File: config.mk
export PLATFORM = sky130hd
export DESIGN_NAME = shift_add_mult_ctrl
export DESIGN_NICKNAME = d
export VERILOG_FILES = /design/src/rtl/shift_add_mult_ctrl_pkg.sv /design/src/rtl/shift_add_mult_ctrl_iter_cnt.sv /design/src/rtl/shift_add_mult_ctrl.sv
export SDC_FILE = /design/constraint.sdc
export NUM_CORES = 1
export LEC_CHECK = 0
export ABC_AREA = 1
export CAP_MARGIN = 40
export CORE_MARGIN = 3
export CORE_UTILIZATION = 45
export DETAILED_ROUTE_END_ITERATION = 16
export PLACE_DENSITY = 0.74
export SETUP_SLACK_MARGIN = 0.3
export SKIP_LAST_GASP = 1
export SLEW_MARGIN = 30
export SYNTH_ARGS = -nofsm -noshare
export SYNTH_HDL_FRONTEND = slang
export SYNTH_HIERARCHICAL = 1
export SYNTH_SLANG_ARGS = --single-unit
File: constraint.sdc
create_clock -name i_clk -period 1.5 [get_ports i_clk]
set_input_delay 0.3 -clock i_clk [delete_from_list [all_inputs] [get_ports i_clk]]
set_output_delay 0.3 -clock i_clk [all_outputs]
set_load 0.005 [all_outputs]
File: src/rtl/shift_add_mult_ctrl_pkg.sv
// Shared definitions for the shift-and-add multiplier controller.
// DATA_WIDTH_DEF must track the datapath width define.
package shift_add_mult_ctrl_pkg;
  localparam int DATA_WIDTH_DEF = 8;

  typedef enum logic [2:0] {
    S_IDLE   = 3'd0,
    S_LOAD_B = 3'd1,
    S_LOAD_A = 3'd2,
    S_CALC   = 3'd3,
    S_OUT_LO = 3'd4,
    S_OUT_HI = 3'd5,
    S_DONE   = 3'd6
  } state_t;
endpackage

File: src/rtl/shift_add_mult_ctrl_iter_cnt.sv
// Iteration counter: sync clear, count enable, terminal-count flag at LAST.
module mult_iter_cnt #(
  parameter int CNT_W = 4,
  parameter int LAST  = 7
) (
  input  logic i_clk,
  input  logic i_rst_n,
  input  logic i_clr,
  input  logic i_en,
  output logic o_tc
);
  logic [CNT_W-1:0] cnt;

  always_ff @(posedge i_clk or negedge i_rst_n) begin
    if (!i_rst_n)   cnt <= '0;
    else if (i_clr) cnt <= '0;
    else if (i_en)  cnt <= cnt + 1'b1;
  end

  assign o_tc = (cnt == CNT_W'(LAST));
endmodule

File: src/rtl/shift_add_mult_ctrl.sv
// Sequencer for the 8-bit shift-and-add multiplier datapath: operand load,
// DATA_WIDTH add/shift iterations, then two-byte product handshake.
module shift_add_mult_ctrl
  import shift_add_mult_ctrl_pkg::*;
#(
  parameter  int DATA_WIDTH = DATA_WIDTH_DEF,
  localparam int CNT_W      = $clog2(DATA_WIDTH + 1)
) (
  input  logic i_clk,
  input  logic i_rst_n,
  input  logic i_start,
  input  logic i_abort,
  input  logic i_data_valid,
  output logic o_data_ready,
  input  logic A_out,
  output logic load_B,
  output logic load_A,
  output logic load_ACC,
  output logic clr_ACC_reg,
  output logic sel_SUM,
  output logic shift_A_reg,
  output logic Lsb_out,
  output logic Msb_out,
  output logic o_out_valid,
  input  logic i_out_ready,
  output logic o_busy,
  output logic o_done
);
  state_t state;
  logic   b_hs, a_hs, calc_en, cnt_tc;

  // Abort masks every datapath strobe so nothing is written in that cycle.
  assign b_hs    = (state == S_LOAD_B) && i_data_valid && !i_abort;
  assign a_hs    = (state == S_LOAD_A) && i_data_valid && !i_abort;
  assign calc_en = (state == S_CALC) && !i_abort;

  assign o_data_ready = (state == S_LOAD_B) || (state == S_LOAD_A);
  assign load_B       = b_hs;
  assign load_A       = a_hs;
  assign clr_ACC_reg  = a_hs;
  assign load_ACC     = calc_en;
  assign shift_A_reg  = calc_en;
  assign sel_SUM      = calc_en && A_out;
  assign Lsb_out      = (state == S_OUT_LO);
  assign Msb_out      = (state == S_OUT_HI);
  assign o_out_valid  = Lsb_out || Msb_out;
  assign o_busy       = (state != S_IDLE);
  assign o_done       = (state == S_DONE);

  mult_iter_cnt #(.CNT_W(CNT_W), .LAST(DATA_WIDTH - 1)) u_iter_cnt (
    .i_clk   (i_clk),
    .i_rst_n (i_rst_n),
    .i_clr   (a_hs || i_abort),
    .i_en    (calc_en),
    .o_tc    (cnt_tc)
  );

  always_ff @(posedge i_clk or negedge i_rst_n) begin
    if (!i_rst_n) begin
      state <= S_IDLE;
    end else if (i_abort) begin
      state <= S_IDLE;
    end else begin
      case (state)
        S_IDLE:   if (i_start)      state <= S_LOAD_B;
        S_LOAD_B: if (i_data_valid) state <= S_LOAD_A;
        S_LOAD_A: if (i_data_valid) state <= S_CALC;
        S_CALC:   if (cnt_tc)       state <= S_OUT_LO;
        S_OUT_LO: if (i_out_ready)  state <= S_OUT_HI;
        S_OUT_HI: if (i_out_ready)  state <= S_DONE;
        S_DONE:                     state <= S_IDLE;
        default:                    state <= S_IDLE;
      endcase
    end
  end
endmodule

==> out/qor.yml, run 1 <==
synthesis:
  ys_warn_count: 6
  synth.avg_cell_area_um2: 6.96
  ys_ff_latch: 7
  ys_types: 21
  syn_inst: 94
  yosysSeqAreaShare_pct: 26.8
  syn_area_um2: 654
  syn_nets: 102
floorplanning:
  fp.dieW_um: 44.1
  io_pins: 19
  initial_core_util_pct: 49.1
  rows: 13
  die_h_um: 44.1
clocking:
  cts_sinks: 7
  htree_levels: 1
  cts_hold_buf: 0
  cts-root-buf: "clkbuf_4"
  cts_buffers: 3
  clockBufferDepth: 2
outcome:
  status: "stopped before the end"
  haltStage: "global routing (5_1_grt)"
  error: "[ERROR DPL-0038] Utilization greater than 100%, impossible to legalize"
place:
  portBuffers: 18
  dp_hpwl_um: 1250
  placed_cells: 138
  pre_cts_slack_ns: -0.459
  gp_congestion: 0.860
timing:
  worst_endpoint: "Lsb_out"
  worst_endpoint_kind: "primary output"
global_route:
  grt_max_degree: 8
[cells by family after synthesis]
| group | share of synthesized area (%) |
|---|---|
| flip-flops | 26.8 |
| AND/OR/NAND/NOR | 49.7 |
| AO/OA/AOI/OAI | 4.59 |
| buffers and inverters | 17.0 |
| adder cells (fa/ha/maj) | 1.91 |
[per-stage QoR]
stage          hold slack, ns  cell area, µm²  TNS, ns
2_1_floorplan         0.00441             669        0
3_3_place_gp            0.521             932    -4.13
3_5_place_dp            0.534             932    -4.35
4_1_cts                 0.310            1270    -1.16
[synth_stat cells, drive strengths merged]
| master | count | share of area [%] |
|---|---|---|
| nor3 | 1 | 0.76 |
| ha | 1 | 1.9 |
| nor4 | 1 | 0.96 |
| nor2 | 23 | 18 |
| inv | 12 | 7.3 |
| a21oi | 3 | 2.3 |
| nand2 | 26 | 20 |
| nand3 | 10 | 9.2 |
| o21ai | 3 | 2.3 |
| and3 | 1 | 0.96 |
| dfrtp | 7 | 27 |
| buf | 6 | 9.7 |
[what timing repair did]
action,4_1_cts
cloned,0
setup buffers,24
resized for setup,103
endpoints found under the setup margin,19
pin swaps,20
==> inputs of run 2 (changes only) <==
--- a/config.mk
+++ b/config.mk
@@ -7,11 +7,10 @@
 export LEC_CHECK = 0
 export ABC_AREA = 1
 export CAP_MARGIN = 40
-export CORE_MARGIN = 3
-export CORE_UTILIZATION = 45
+export CORE_AREA = 3 3 64 66
 export DETAILED_ROUTE_END_ITERATION = 16
-export PLACE_DENSITY = 0.74
-export SETUP_SLACK_MARGIN = 0.3
+export DIE_AREA = 0 0 67 69
+export PLACE_DENSITY_LB_ADDON = 0.15
 export SKIP_LAST_GASP = 1
 export SLEW_MARGIN = 30
 export SYNTH_ARGS = -nofsm -noshare
==> run 2 against run 1 <==
  * The flow now finishes, with violations (negative setup slack)
  * Synthesized cell count stayed put
  * Area after synthesis stayed put
==> out/qor.yml, run 2 <==
outcome:
  status: "complete, but fails checks"
  violations: "negative setup slack"
synthesis:
  yosysMostFrequentCell: "nand2_1"
  syn_nets: 102  # unchanged
  synth_edf_count: 0  # unchanged
  yosysSeqAreaShare_pct: 26.8  # unchanged
  syn_area_um2: 654  # unchanged
  netlist.area_leader.share_pct: 26.8  # unchanged
  synth_ff_type: "dfrtp_1"
  post-synth-top-area-cell: "dfrtp_1"
  synthArstFlopShare_pct: 100  # unchanged
  ys_warn_count: 6  # unchanged
  ys_top_cells_by_area: "dfrtp_1, nand2_1, nor2_1"
  synth.avg_cell_area_um2: 6.96  # unchanged
  ys_types: 21  # unchanged
  syn_inst: 94  # unchanged
  ys_ff_latch: 7  # unchanged
  synth_common_cells: "nand2_1, nor2_1, inv_1"
global_route:
  antenna_found_initial: 0
  grt_pass1_vias: 743
  grt_use_total_pct: 8.88
  grt-ovfl-total: 0
  grt_max_degree: 8
  grt_pass1_wl_um: 3260
cells_and_area:
  design_area_mm2: 0.00130
  final_common_cell: "buf_4"
  n_antenna_cell: 0
  largest_register: "u_iter_cnt/cnt"
  final_nets: 158
  most-common-layout-cells: "buf_4, buf_6, nand2_1"
  largestRegisters: "u_iter_cnt/cnt: 4 flops, state: 3 flops"
  drive_gt1_share_pct: 59.1
  area_growth_pct: 99.0
  largest_reg_flops: 4
min_path:
  hold_class: "input port to asynchronous set/reset pin"
power_and_ir_drop:
  p_per_area_mw_per_mm2: 1560
  leakage_nw: 0.682
  finalPower_mw: 2.04
  irDropWorstVdd_uv: 451
timing:
  setup_viol: 7
  relSlewSlack_pct: 76.6
  max_freq_mhz: 633
  rsz0062_at_grt: "true"
  final_hold_viol_count: 0
  fin_ws_ns: -0.0809
  fin_skew_ns: 0.00244
  setup_tns_ns: -0.263
  hold_slack_ns: 0.335
  worst_slew_pin_slew_ns: 0.352
  report.final.slew_viol_count: 0
  finalCritPeriodShare_pct: 105
  post-route-min-period_ns: 1.58
place:
  portBuffers: 18  # unchanged
  dp_hpwl_um: 1470  # +18%
  gp_congestion: 0.764  # -11%
  dpl_cell_area_um2: 996  # +6.8%
  pre_cts_slack_ns: -0.467  # -0.00800 ns
clocking:
  cts-root-buf: "clkbuf_8"
  clk_pin_slew_ns: 0.04
  clkLatencyLatePin_ns: 0.22
  clockBufferDepth: 2  # unchanged
  cts_tree: "done"
  cts_buffers: 3  # unchanged
  cts_hold_buf: 0  # unchanged
  cts_sinks: 7  # unchanged
  htree_levels: 1  # unchanged
setup_path:
  timing.critical_path.arrival_ns: 1.28
  crit_chain: "buf_6 > buf_6 > buf_6 > nand3_4 > buf_6 > nand2_4 > buf_6"
  cpMostUsedCell: "buf_6"
  end_kind: "primary output"
  cp-start-kind: "flop"
  critPathKind: "flop to primary output"
  rrSetupSlack_ns: 0.05
  cpMaxStageDelayCell: "dfrtp_2"
  cp.required_ns: 1.20
  rr_worst_depth: 10
  crit_fanout: 3
  max_stage_delay_ns: 0.42
floorplanning:
  die_h_um: 69  # +56%
  fp.dieW_um: 67  # +52%
  die_area_mm2: 0.00462
  rows: 22  # +9
  io_pins: 19  # unchanged
  initial_core_util_pct: 18.0  # -31 points
  placeableCoreArea_mm2: 0.00363
drt:
  dr.pass1.iters: 4
  postRouteAntennaNets: 0
  via_per_inst: 3.84
  wl_per_cell_um: 9.89
  drcViolationCount: 0
  num_vias: 757
  totalWireLength_um: 1950
  drt_iter0_drc: 13
flow_run:
  maxCapViolCount: 0
[run 2: final timing paths]
check | from | endpoint
max | state[2] | o_out_valid
min | i_rst_n | u_iter_cnt/cnt[0]
max reg2reg | state[1] | state[0]
min reg2reg | u_iter_cnt/cnt[3] | u_iter_cnt/cnt[3]
max in group asynchronous | i_rst_n | state[1]
min in group i_clk | u_iter_cnt/cnt[3] | u_iter_cnt/cnt[3]
[run 2: area by class of cell]
cell class	count	area, µm²
Fill cell	403	2330
Timing Repair Buffer	57	494
Multi-Input combinational cell	69	474
Sequential cell	7	179
Tap cell	48	60.1
Inverter	12	50.0
Clock buffer	4	45.0
[run 2: worst max-delay path, delay by kind of cell (launching register included)]
kind | cells | cell delay, ns
DFF | 1 | 0.42
buffers and inverters | 5 | 0.55
and+or+nand+nor | 2 | 0.09
[run 2: repair_timing]
item                                    CTS  global route
endpoints found under the setup margin   16            18
pin swaps                                11             7
gates resized for setup                  66            30
cloned                                    0             0
setup buffers                            20             1
[run 2: stage by stage]
stage / util, % / cells
2_1_floorplan: - / 94
6_report: 35.8 / 197
3_3_place_gp: 27.4 / 176
4_1_cts: 33.7 / 197
5_1_grt: 35.8 / 197
3_5_place_dp: 27.4 / 176
[run 2: power by group]
part           internal (mW)  leakage [nW]  switching [mW]
combinational          0.858         0.568           0.636
sequential             0.232        0.0911          0.0502
clock                  0.183        0.0228          0.0769
[run 2: cells by family (layout without fill, tap and decap cells)]
family	count (synthesis)	count (layout)	synth area share, %
compound gates	6	6	4.59
fa+ha+maj	1	1	1.91
buf+inv	18	73	17.0
flops	7	7	26.8
simple gates	62	62	49.7
[run 2: per-layer routing]
| layer | vias up | track usage (%) | share of wire [%] |
|---|---|---|---|
| met1 | 347 | 11.3 | 46 |
| met2 | 10 | 14.6 | 52 |
| met3 | 0 | 0.977 | 2.1 |
| li1 | 400 | - | - |
| met4 | 0 | 4.05 | 0 |
| met5 | - | 0 | 0 |
(Power assumes the default switching activity.)
==> inputs of run 3 (changes only) <==
--- a/config.mk
+++ b/config.mk
@@ -7,12 +7,15 @@
 export LEC_CHECK = 0
 export ABC_AREA = 1
 export CAP_MARGIN = 40
+export CELL_PAD_IN_SITES_DETAIL_PLACEMENT = 0
+export CELL_PAD_IN_SITES_GLOBAL_PLACEMENT = 1
 export CORE_AREA = 3 3 64 66
 export DETAILED_ROUTE_END_ITERATION = 16
 export DIE_AREA = 0 0 67 69
+export MAX_ROUTING_LAYER = met4
 export PLACE_DENSITY_LB_ADDON = 0.15
 export SKIP_LAST_GASP = 1
-export SLEW_MARGIN = 30
+export SLEW_MARGIN = 20
 export SYNTH_ARGS = -nofsm -noshare
 export SYNTH_HDL_FRONTEND = slang
 export SYNTH_HIERARCHICAL = 1
==> run 3 against run 2 <==
  * The flow still finishes with violations (negative setup slack)
  * Die area unchanged
  * Non-clock buffer count down 10
  * Core utilization down 3.8 points
  * Design area down 11%
  * Critical endpoint is now load_B
  * Largest power group unchanged
  * Highest routed layer is now met4
==> out/qor.yml, run 3 (synthesis results as in run 2) <==
outcome:
  status: "complete, but fails checks"
  violations: "negative setup slack"
clocking:
  cts_tree: "done"
  cts_hold_buf: 0  # unchanged
  cts_buffers: 3  # unchanged
  htree_levels: 1  # unchanged
  clk_pin_slew_ns: 0.04  # about the same
  clkLatencyLatePin_ns: 0.22  # about the same
  clockBufferDepth: 2  # unchanged
  cts_sinks: 7  # unchanged
  cts-root-buf: "clkbuf_8"
setup_path:
  timing.critical_path.arrival_ns: 1.28  # about the same
  cp.required_ns: 1.20  # about the same
  critPathKind: "flop to primary output"
  regToRegEndpoint: "u_iter_cnt/cnt[1]"
  end_kind: "primary output"
  crit_fanout: 3  # unchanged
  rr_worst_depth: 8  # -2
  cp-startpoint: "state[2]"
  critPathCapture: "load_B"
  r2r_start: "state[0]"
  cp-start-kind: "flop"
  rrSetupSlack_ns: 0.04  # about the same
floorplanning:
  fp.dieW_um: 67  # unchanged
  die_area_mm2: 0.00462  # unchanged
  placeableCoreArea_mm2: 0.00363  # unchanged
  die_h_um: 69  # unchanged
  io_pins: 19  # unchanged
  initial_core_util_pct: 18.0  # unchanged
  rows: 22  # unchanged
drt:
  via_per_inst: 3.83  # -0.22%
  wl_per_cell_um: 9.79  # -1.0%
  totalWireLength_um: 1830  # -6.1%
  drcViolationCount: 0  # unchanged
  dr.pass1.iters: 2  # -2
  drt_iter0_drc: 13  # unchanged
  num_vias: 717  # -5.3%
  postRouteAntennaNets: 0  # unchanged
timing:
  post-route-min-period_ns: 1.58  # +0.00142 ns
  setup_viol: 6  # -1
  finalCritPeriodShare_pct: 105  # about the same
  report.final.slew_viol_count: 0  # unchanged
  final_hold_viol_count: 0  # unchanged
  fin_ws_ns: -0.0823  # -0.00142 ns
  rsz0062_at_grt: "true"
  fin_skew_ns: 0.00209  # -0.000355 ns
  worst_slew_pin_slew_ns: 0.366  # +0.0140 ns
  relSlewSlack_pct: 75.6  # -0.93 points
  hold_slack_ns: 0.355  # +0.0194 ns
  max_freq_mhz: 632  # about the same
power_and_ir_drop:
  irDropWorstVdd_uv: 383  # -15%
  pwr-share-clk_pct: 15.4  # +2.6 points
  p_per_area_mw_per_mm2: 1450  # -6.9%
  power.switching_mw: 0.674  # -12%
  seq_power_share_pct: 16.4  # +2.6 points
  p_int_mw: 1.02  # -20%
  swShare_pct: 39.8  # +2.3 points
  pwr-share-comb_pct: 68.2  # -5.2 points
  leakage_nw: 0.623  # -8.7%
cells_and_area:
  final_nets: 148  # -6.3%
  final_cell_count_no_fill: 187  # -5.1%
  largest_reg_flops: 4  # unchanged
  area_growth_pct: 78.0
  final_common_cell: "buf_4"
  largestRegisters: "u_iter_cnt/cnt: 4 flops, state: 3 flops"
  n_antenna_cell: 0  # unchanged
  drive_gt1_share_pct: 54.7  # -4.4 points
  most-common-layout-cells: "buf_4, nand2_1, nor2_1"
  largest_register: "u_iter_cnt/cnt"
global_route:
  grt_pass1_wl_um: 3240  # -0.61%
  grt-ovfl-total: 0  # unchanged
  grt_use_total_pct: 9.15  # +0.27 points
  antenna_found_initial: 0  # unchanged
  grt_max_degree: 8  # unchanged
  grt_pass1_vias: 728  # -2.0%
place:
  portBuffers: 18  # unchanged
  dp_hpwl_um: 1380  # -6.1%
  pre_cts_slack_ns: -0.533  # -0.0667 ns
  placed_cells: 172  # -2.3%
  gp_congestion: 0.777  # +1.8%
flow_run:
  maxCapViolCount: 0  # unchanged
min_path:
  hold_class: "input port to asynchronous set/reset pin"
-- run 3: critical path, stage by stage, from the launching register on --
cell	delay, ns
dfrtp_2	0.42
buf_6	0.14
buf_6	0.11
nor4_4	0.24
buf_2	0.15
-- run 3: final cells by class --
type / count / area, µm²
timing repair buffer: 47 / 377
tap: 48 / 60.1
inverter: 12 / 47.5
multi-input combinational: 69 / 457
fill: 414 / 2470
clock buffer: 4 / 45.0
sequential: 7 / 179
-- run 3: worst min-delay path by stage --
stage                                  from                 to  slack (ns)  depth (start not counted)
final                               i_rst_n  u_iter_cnt/cnt[0]        0.35                          1
after global routing                i_rst_n  u_iter_cnt/cnt[1]        0.39                          1
after detailed placement  u_iter_cnt/cnt[3]  u_iter_cnt/cnt[3]        0.53                          3
after CTS                           i_rst_n  u_iter_cnt/cnt[0]        0.36                          1
after global placement    u_iter_cnt/cnt[3]  u_iter_cnt/cnt[3]        0.53                          3
after floorplan                     i_rst_n           state[0]       0.004                          0
-- run 3: timing repair --
action                                  4_1_cts  5_1_grt
gates resized for setup                      67       13
endpoints found under the hold margin         0        0
endpoints found under the setup margin       13       12
pin swaps                                     6        6
setup buffers                                10        3
cloned                                        0        0
-- run 3: stage by stage --
stage / setup TNS [ns] / area, µm² / util, % / total power [mW]
2_1_floorplan: 0 / 654 / - / 0.774
3_3_place_gp: -4.81 / 966 / 26.6 / 1.14
3_5_place_dp: -5.01 / 966 / 26.6 / 1.13
4_1_cts: -0.407 / 1110 / 30.7 / 1.65
5_1_grt: -0.993 / 1160 / 32.1 / 1.84
6_report: -0.222 / 1160 / 32.1 / 1.69
-- run 3: metal layers --
| layer | vias to the layer above | GRT usage (%) | wire length (µm) |
|---|---|---|---|
| li1 | 375 | - | - |
| met1 | 330 | 12.3 | 860 |
| met2 | 10 | 13.6 | 919 |
| met3 | 2 | 2.44 | 37 |
| met4 | 0 | 2.03 | 14 |
| met5 | - | - | 0 |
-- run 3: power by group through the flow --
stage / combinational, mW / clock [mW] / sequential [mW]
floorplan: 0.529 / 0 / 0.245
global placement: 0.835 / 0 / 0.302
detailed placement: 0.827 / 0 / 0.298
CTS: 1.11 / 0.272 / 0.275
global route: 1.26 / 0.287 / 0.285
finish: 1.16 / 0.262 / 0.278
